## config.mk

```make
export PLATFORM = sky130hd
export DESIGN_NAME = sw_input_port
export DESIGN_NICKNAME = d
export VERILOG_FILES = /design/src/rtl/sw_io_pkg.sv /design/src/rtl/sw_debounce_bit.sv /design/src/rtl/sw_input_port.sv
export SDC_FILE = /design/constraint.sdc
export NUM_CORES = 1
export LEC_CHECK = 0
export CAP_MARGIN = 30
export CORE_MARGIN = 3
export CORE_UTILIZATION = 35
export CTS_CLUSTER_DIAMETER = 80
export DETAILED_ROUTE_END_ITERATION = 10
export RECOVER_POWER = 100
export SYNTH_ARGS = -nofsm -noshare
export SYNTH_HDL_FRONTEND = slang
export SYNTH_SLANG_ARGS = --single-unit
```

## constraint.sdc

```tcl
create_clock -name clk -period 2.59 [get_ports clk]
set_clock_uncertainty 0.1 [all_clocks]
set_input_delay 0.3885 -clock clk [delete_from_list [all_inputs] [get_ports clk]]
set_output_delay 0.3885 -clock clk [all_outputs]
set_load 0.01 [all_outputs]
```

## src/rtl/sw_io_pkg.sv

```systemverilog
// rtl/sw_io_pkg.sv - shared constants for the switch input port
package sw_io_pkg;

  localparam int   SW_WIDTH     = 8;
  localparam logic RD_SEL_LEVEL = 1'b0;
  localparam logic RD_SEL_PEND  = 1'b1;

endpackage

```

## src/rtl/sw_debounce_bit.sv

```systemverilog
// rtl/sw_debounce_bit.sv - two-flop synchroniser plus tick-driven debounce for one switch
module sw_debounce_bit #(
  parameter int STABLE_SAMPLES = 3
) (
  input  logic clk,
  input  logic rst,
  input  logic tick,
  input  logic din,
  output logic dout,
  output logic rise
);

  localparam int             CW       = $clog2(STABLE_SAMPLES) + 1;
  localparam logic [CW-1:0]  CNT_LAST = CW'(STABLE_SAMPLES - 1);

  logic          sync1_q, sync2_q;
  logic          state_q, state_d;
  logic [CW-1:0] cnt_q, cnt_d;

  always_comb begin
    state_d = state_q;
    cnt_d   = cnt_q;
    if (tick) begin
      if (sync2_q == state_q) begin
        cnt_d = '0;
      end else if (cnt_q == CNT_LAST) begin
        state_d = sync2_q;
        cnt_d   = '0;
      end else begin
        cnt_d = cnt_q + 1'b1;
      end
    end
  end

  always_ff @(posedge clk) begin
    if (rst) begin
      sync1_q <= 1'b0;
      sync2_q <= 1'b0;
      state_q <= 1'b0;
      cnt_q   <= '0;
    end else begin
      sync1_q <= din;
      sync2_q <= sync1_q;
      state_q <= state_d;
      cnt_q   <= cnt_d;
    end
  end

  assign dout = state_q;
  // Rise is taken from the next state so pending can set on the same edge as dout.
  assign rise = state_d & ~state_q;

endmodule

```

## src/rtl/sw_input_port.sv

```systemverilog
// rtl/sw_input_port.sv - debounced switch port with sticky rise-pending bits, irq and read port
module sw_input_port
  import sw_io_pkg::*;
#(
  parameter int WIDTH          = SW_WIDTH,
  parameter int SAMPLE_DIV     = 4,
  parameter int STABLE_SAMPLES = 3
) (
  input  logic             clk,
  input  logic             rst,
  input  logic [WIDTH-1:0] sw_raw,
  input  logic             rd_en,
  input  logic             rd_sel,
  output logic [WIDTH-1:0] rd_data,
  output logic             rd_valid,
  output logic [WIDTH-1:0] sw_state,
  output logic             irq
);

  localparam int            DW       = (SAMPLE_DIV > 1) ? $clog2(SAMPLE_DIV) : 1;
  localparam logic [DW-1:0] DIV_LAST = DW'(SAMPLE_DIV - 1);

  logic [DW-1:0]    div_q, div_d;
  logic             tick;
  logic [WIDTH-1:0] rise;
  logic [WIDTH-1:0] pend_q, pend_d, pend_clr;
  logic [WIDTH-1:0] rd_data_q, rd_data_d;
  logic             rd_valid_q;
  logic             irq_q;

  assign tick = (div_q == DIV_LAST);

  for (genvar i = 0; i < WIDTH; i++) begin : g_bit
    sw_debounce_bit #(
      .STABLE_SAMPLES(STABLE_SAMPLES)
    ) u_bit (
      .clk  (clk),
      .rst  (rst),
      .tick (tick),
      .din  (sw_raw[i]),
      .dout (sw_state[i]),
      .rise (rise[i])
    );
  end

  always_comb begin
    div_d     = tick ? '0 : div_q + 1'b1;
    pend_clr  = '0;
    rd_data_d = rd_data_q;
    if (rd_en) begin
      if (rd_sel == RD_SEL_PEND) begin
        rd_data_d = pend_q;
        pend_clr  = pend_q;
      end else begin
        rd_data_d = sw_state;
      end
    end
    // A rise coinciding with a clear survives: only bits actually returned are cleared.
    pend_d = (pend_q & ~pend_clr) | rise;
  end

  always_ff @(posedge clk) begin
    if (rst) begin
      div_q      <= '0;
      pend_q     <= '0;
      rd_data_q  <= '0;
      rd_valid_q <= 1'b0;
      irq_q      <= 1'b0;
    end else begin
      div_q      <= div_d;
      pend_q     <= pend_d;
      rd_data_q  <= rd_data_d;
      rd_valid_q <= rd_en;
      irq_q      <= |pend_q;
    end
  end

  assign rd_data  = rd_data_q;
  assign rd_valid = rd_valid_q;
  assign irq      = irq_q;

endmodule

```

Word level (Yosys, flattened, before mapping)
Cells that the tools add are included.
{ "word_totals": {"latch_bits": 0, "in_bits": 12, "rom_bits": 0, "regBits": 68, "output_inout_bits": 18, "mem_bits_rw": 0, "mem_count": 0} }
{ "op_classes": {"add_sub_neg": 9, "mul": 0, "n_mux": 43, "n_div": 0, "magnitude_cmp": 0, "n_bitwise": 19, "reduce_logical": 2, "shifts": 0, "n_eq_ne": 17} }
{ "op_table": {"columns": ["operator", "n"], "rows": [
  ["$mux W3", 16],
  ["$add A3 B1 Y3 const B", 8],
  ["$eq A3 B2 Y1 const B", 8],
  ["$mux W1", 24],
  ["$mux W8", 3],
  ["$and A1 B1 Y1", 8],
  ["$and A8 B8 Y8", 1],
  ["$eq A1 B1 Y1", 8],
  ["$not A1 Y1", 8],
  ["$not A8 Y8", 1],
  ["$or A8 B8 Y8", 1],
  ["$reduce_or A8 Y1", 1],
  ["$add A2 B1 Y2 const B", 1],
  ["$eq A2 B2 Y1 const B", 1],
  ["$reduce_or A2 Y1", 1]
]} }

Depth between registers and ports, before layout
{ "depth": {"word_depth": 6, "mapped_depth": 6, "ltp_nobuf": 4} }

Modules after synthesis
From an unflattened synthesis, not the netlist that was laid out.
{ "unflattened": {"cells_unflattened": 297, "area_unflattened_um2": 2980.4} }
{ "by_module_without_submodules": {"columns": ["mod", "seq_area_each_um2", "instances", "area_each_um2", "cells_each"], "rows": [
  ["sw_debounce_bit", 120.1, 8, 271.5, 28],
  ["sw_input_port", 400.4, 1, 808.3, 73]
]} }

Least setup slack after synthesis
No wires, ideal clock.
{ "synth_timing": {"kind": "reg-to-reg", "startpoint": "register div_q[0]", "endpoint": "register g_bit[3].u_bit.cnt_q[1]", "synth_period_minus_slack_ns": 1.424, "arrival_time_ns": 1.221, "setup_ns": 0.103, "n_path_buf": 2, "setup_slack_ns": 1.166, "path_stages_with_launch": 6, "path_cell_list": "dfxtp_1 ha_1 buf_4 buf_4 a21oi_1 a2111oi_2"} }
{ "synth_between": {"elab_chain_len": 1} }
{ "synth_lines": {"columns": ["element", "line_no", "rtl"], "rows": [
  ["start: declaration", "sw_input_port.sv:23", "logic [DW-1:0] div_q, div_d;"],
  ["start signal: assignment", "sw_input_port.sv:70", "div_q <= div_d;"],
  ["$eq A2 B2 Y1", "sw_input_port.sv:31", "assign tick = (div_q == DIV_LAST);"],
  ["end signal: assignment", "sw_debounce_bit.sv:45", "cnt_q <= cnt_d;"],
  ["end: declaration", "sw_debounce_bit.sv:18", "logic [CW-1:0] cnt_q, cnt_d;"]
]} }
Every way passes these cells.
A chain may end at the register's enable or synchronous reset.

Worst setup path in the final report
{ "layout_timing": {"startpoint": "register g_bit[1].u_bit.state_q", "endpoint": "output sw_state[1]"} }
{ "layout_rtl": {"columns": ["element", "line_no", "rtl"], "rows": [
  ["start: declaration", "sw_debounce_bit.sv:17", "logic state_q, state_d;"],
  ["start signal: assignment", "sw_debounce_bit.sv:44", "state_q <= state_d;"],
  ["end: declaration", "sw_input_port.sv:16", "output logic [WIDTH-1:0] sw_state,"]
]} }
No word-level cell between the ends.

==> flow_summary.toml <==
[sta]
final-hold-violation-count = 0
rsz0062_at_grt = "false"
timing.hold.ws_ns = 0.3289
finalSetupViolations = 0
post-route-min-period_ns = 1.889
finalCritPeriodShare = 0.7292
worst_pin_slew_ns = 1.087
relSlewSlack = 0.2751
max_freq_mhz = 529.5
setup-tns-final_ns = 0
final_max_slew_viol_count = 0

[status]
status = "finished, final reports clean"

[power_and_ir_drop]
pwr_density_cell_nw_per_um2 = 608.5
p_total_uw = 2024
p_leak_uw = 0.001186
ir_drop_mv = 0.3093

[critical_path]
cp.arrival_ns = 1.40
cp_data_required_time_ns = 2.10
path_class = "flop to output port"
cp_max_fo = 5
start_kind = "flop"
slowest_stage = "dlygate4sd3_1"
path_cells = "dlygate4sd3_1"
cp-end-kind = "output port"
path_delay_family = "buffers and inverters"
crit_buf_inv = 1
cpPeakStageDelay_ns = 0.64

[yosys]
synth_area_leader_cell = "dfxtp_1"
synth_nets = 305
netlist.area_leader.share = 0.4806
yosysUniqueCellTypes = 34
syn-cell-area_um2 = 2833
synth_area_per_cell_um2 = 9.701
yosysWarnings = 0
synth_edf_count = 0
synth-seq-cells = 68
synthArstFlopShare = 0
ys_seq_area_frac = 0.4806
yosysMostFrequentCell = "dfxtp_1"
ys.flop_type = "dfxtp_1"
ys_top_cells_by_count = "68 x dfxtp_1, 27 x nor2b_1, 26 x nor2_1"
syn_inst = 292
synth_area_leaders = "dfxtp_1 48%, nor2b_1 6.0%, mux2i_1 5.7%, xor2_1 4.0%, and4bb_2 3.5%"

[route]
wl_met3_um = 209
ant_nets = 0
viasPerCell = 4.879
routedWlPerCell_um = 12.60
drc = 0
drt_first_iter_violations = 128
routed.top_layer = "met4"
m1WireLength_mm = 2.704
drt_pass1_iterations = 4
routed_wl_mm = 5.294
met2_length_mm = 2.304
num_vias = 2049

[cells_and_area]
utilization = 0.4260
areaGrowthSynthToFinish_pct = 17.40
layout.nets = 326
antenna_cells = 0
layout-drive-gt1-share = 0.07862
final.fill_count = 787
layout.cells.non_filler = 420

[floorplan]
dieArea_um2 = 9209
core-area_um2 = 7807
io_pins = 30
die_w_um = 95.97
initial_utilization = 0.3628
die_height_um = 95.97
row_count = 32

[cts]
cts_max_path_buffers = 2
numCtsBuffers = 9
clk_pin_slew_ns = 0.08
htree_levels = 3
postCtsSetupRepairBufs = 0
cts.sink_count = 68
ctsResizeCount = 0
cts_tree = "built"
cts_root_buffer = "clkbuf_8"
insertion_delay_ns = 0.33
ctsHoldBuffers = 0

[placed_design]
dp_cells = 404
port_buffers = 29
hpwl_mm = 3.533
place.gp.congestion = 0.7467

[global_routing]
track_usage = 0.1295
first_global_vias = 1985
grt_pass1_wl_mm = 9.190
grt_overflow = 0
grt_start_max_net_pins = 44
antenna_found_initial = 0

[job]
drv_cap = 0

[hold_path]
hold_path_class = "flop to flop"
## sequential cells by signal, indices dropped and copies added, names as in the netlist
register	count
g_bit.u_bit.cnt_q	24
g_bit.u_bit.dout	8
g_bit.u_bit.sync1_q	8
g_bit.u_bit.sync2_q	8
pend_q	8
rd_data	8
div_q	2
irq	1
rd_valid	1
## cell families (layout without fill, tap and decap cells)
| group | after synthesis | in the layout | share of synthesized area |
|---|---|---|---|
| buffers and inverters | 36 | 62 | 0.06272 |
| adder cells (fa/ha/maj) | 1 | 1 | 0.004416 |
| multiplexers | 16 | 16 | 0.05654 |
| AO/OA/AOI/OAI | 48 | 48 | 0.1246 |
| flip-flops | 68 | 68 | 0.4806 |
| XOR/XNOR | 18 | 18 | 0.05565 |
| AND/OR/NAND/NOR | 105 | 105 | 0.2155 |
## metal layers
layer	vias up	GRT usage
met5	-	0
li1	1060	-
met2	43	0.1859
met3	7	0.03518
met1	939	0.1779
met4	0	0.06398
## report_power, final
part           switching, uW  internal (uW)
clock network            382            440
logic                   63.8           52.7
registers               13.9           1070
total                    460           1560
## metrics by stage
step	instance area [um2]	setup WS (ns)
after floorplan	2833	1.166
after CTS	3343	0.7298
after detailed placement	3159	0.8268
after global routing	3326	0.6116
after global placement	3159	0.8351
final	3326	0.7014
## final timing paths
check	depth (start not counted)	endpoint	slack, ns	from
max	1	sw_state[1]	0.70	g_bit[1].u_bit.dout$_SDFF_PP0_
min	1	div_q[0]$_SDFF_PP0_	0.33	div_q[0]$_SDFF_PP0_
min reg2reg	1	div_q[0]$_SDFF_PP0_	0.33	div_q[0]$_SDFF_PP0_
max reg2reg	5	g_bit[5].u_bit.cnt_q[0]$_SDFFE_PP0N_	0.76	div_q[0]$_SDFF_PP0_
## layout make-up
cell class,instances,area (um2),area share
sequential,68,1361,0.4093
multi-input combinational,188,1277,0.3841
timing repair buffer,33,326.6,0.09819
clock buffer,11,131.4,0.03950
tap,102,127.6,0.03837
clock inverter,5,52.55,0.01580
inverter,13,48.80,0.01467
## layout by cell type, fill, tap and decap left out, types with 4 or more instances in the layout
master / count
xnor2_1: 5
nor2b_1: 27
nand4b_1: 4
dfxtp_1: 68
a211oi_1: 13
nor2_1: 26
mux2i_1: 16
nand2_1: 17
inv_1: 13
dlygate4sd3_1: 19
a21oi_1: 14
clkbuf_8: 9
a32oi_1: 8
a2111oi_0: 5
clkdlybuf4s50_1: 9
xor2_1: 13
and4bb_2: 7
nand3_1: 6
or4_1: 5
No activity file was read; power rests on OpenSTA's default activity.
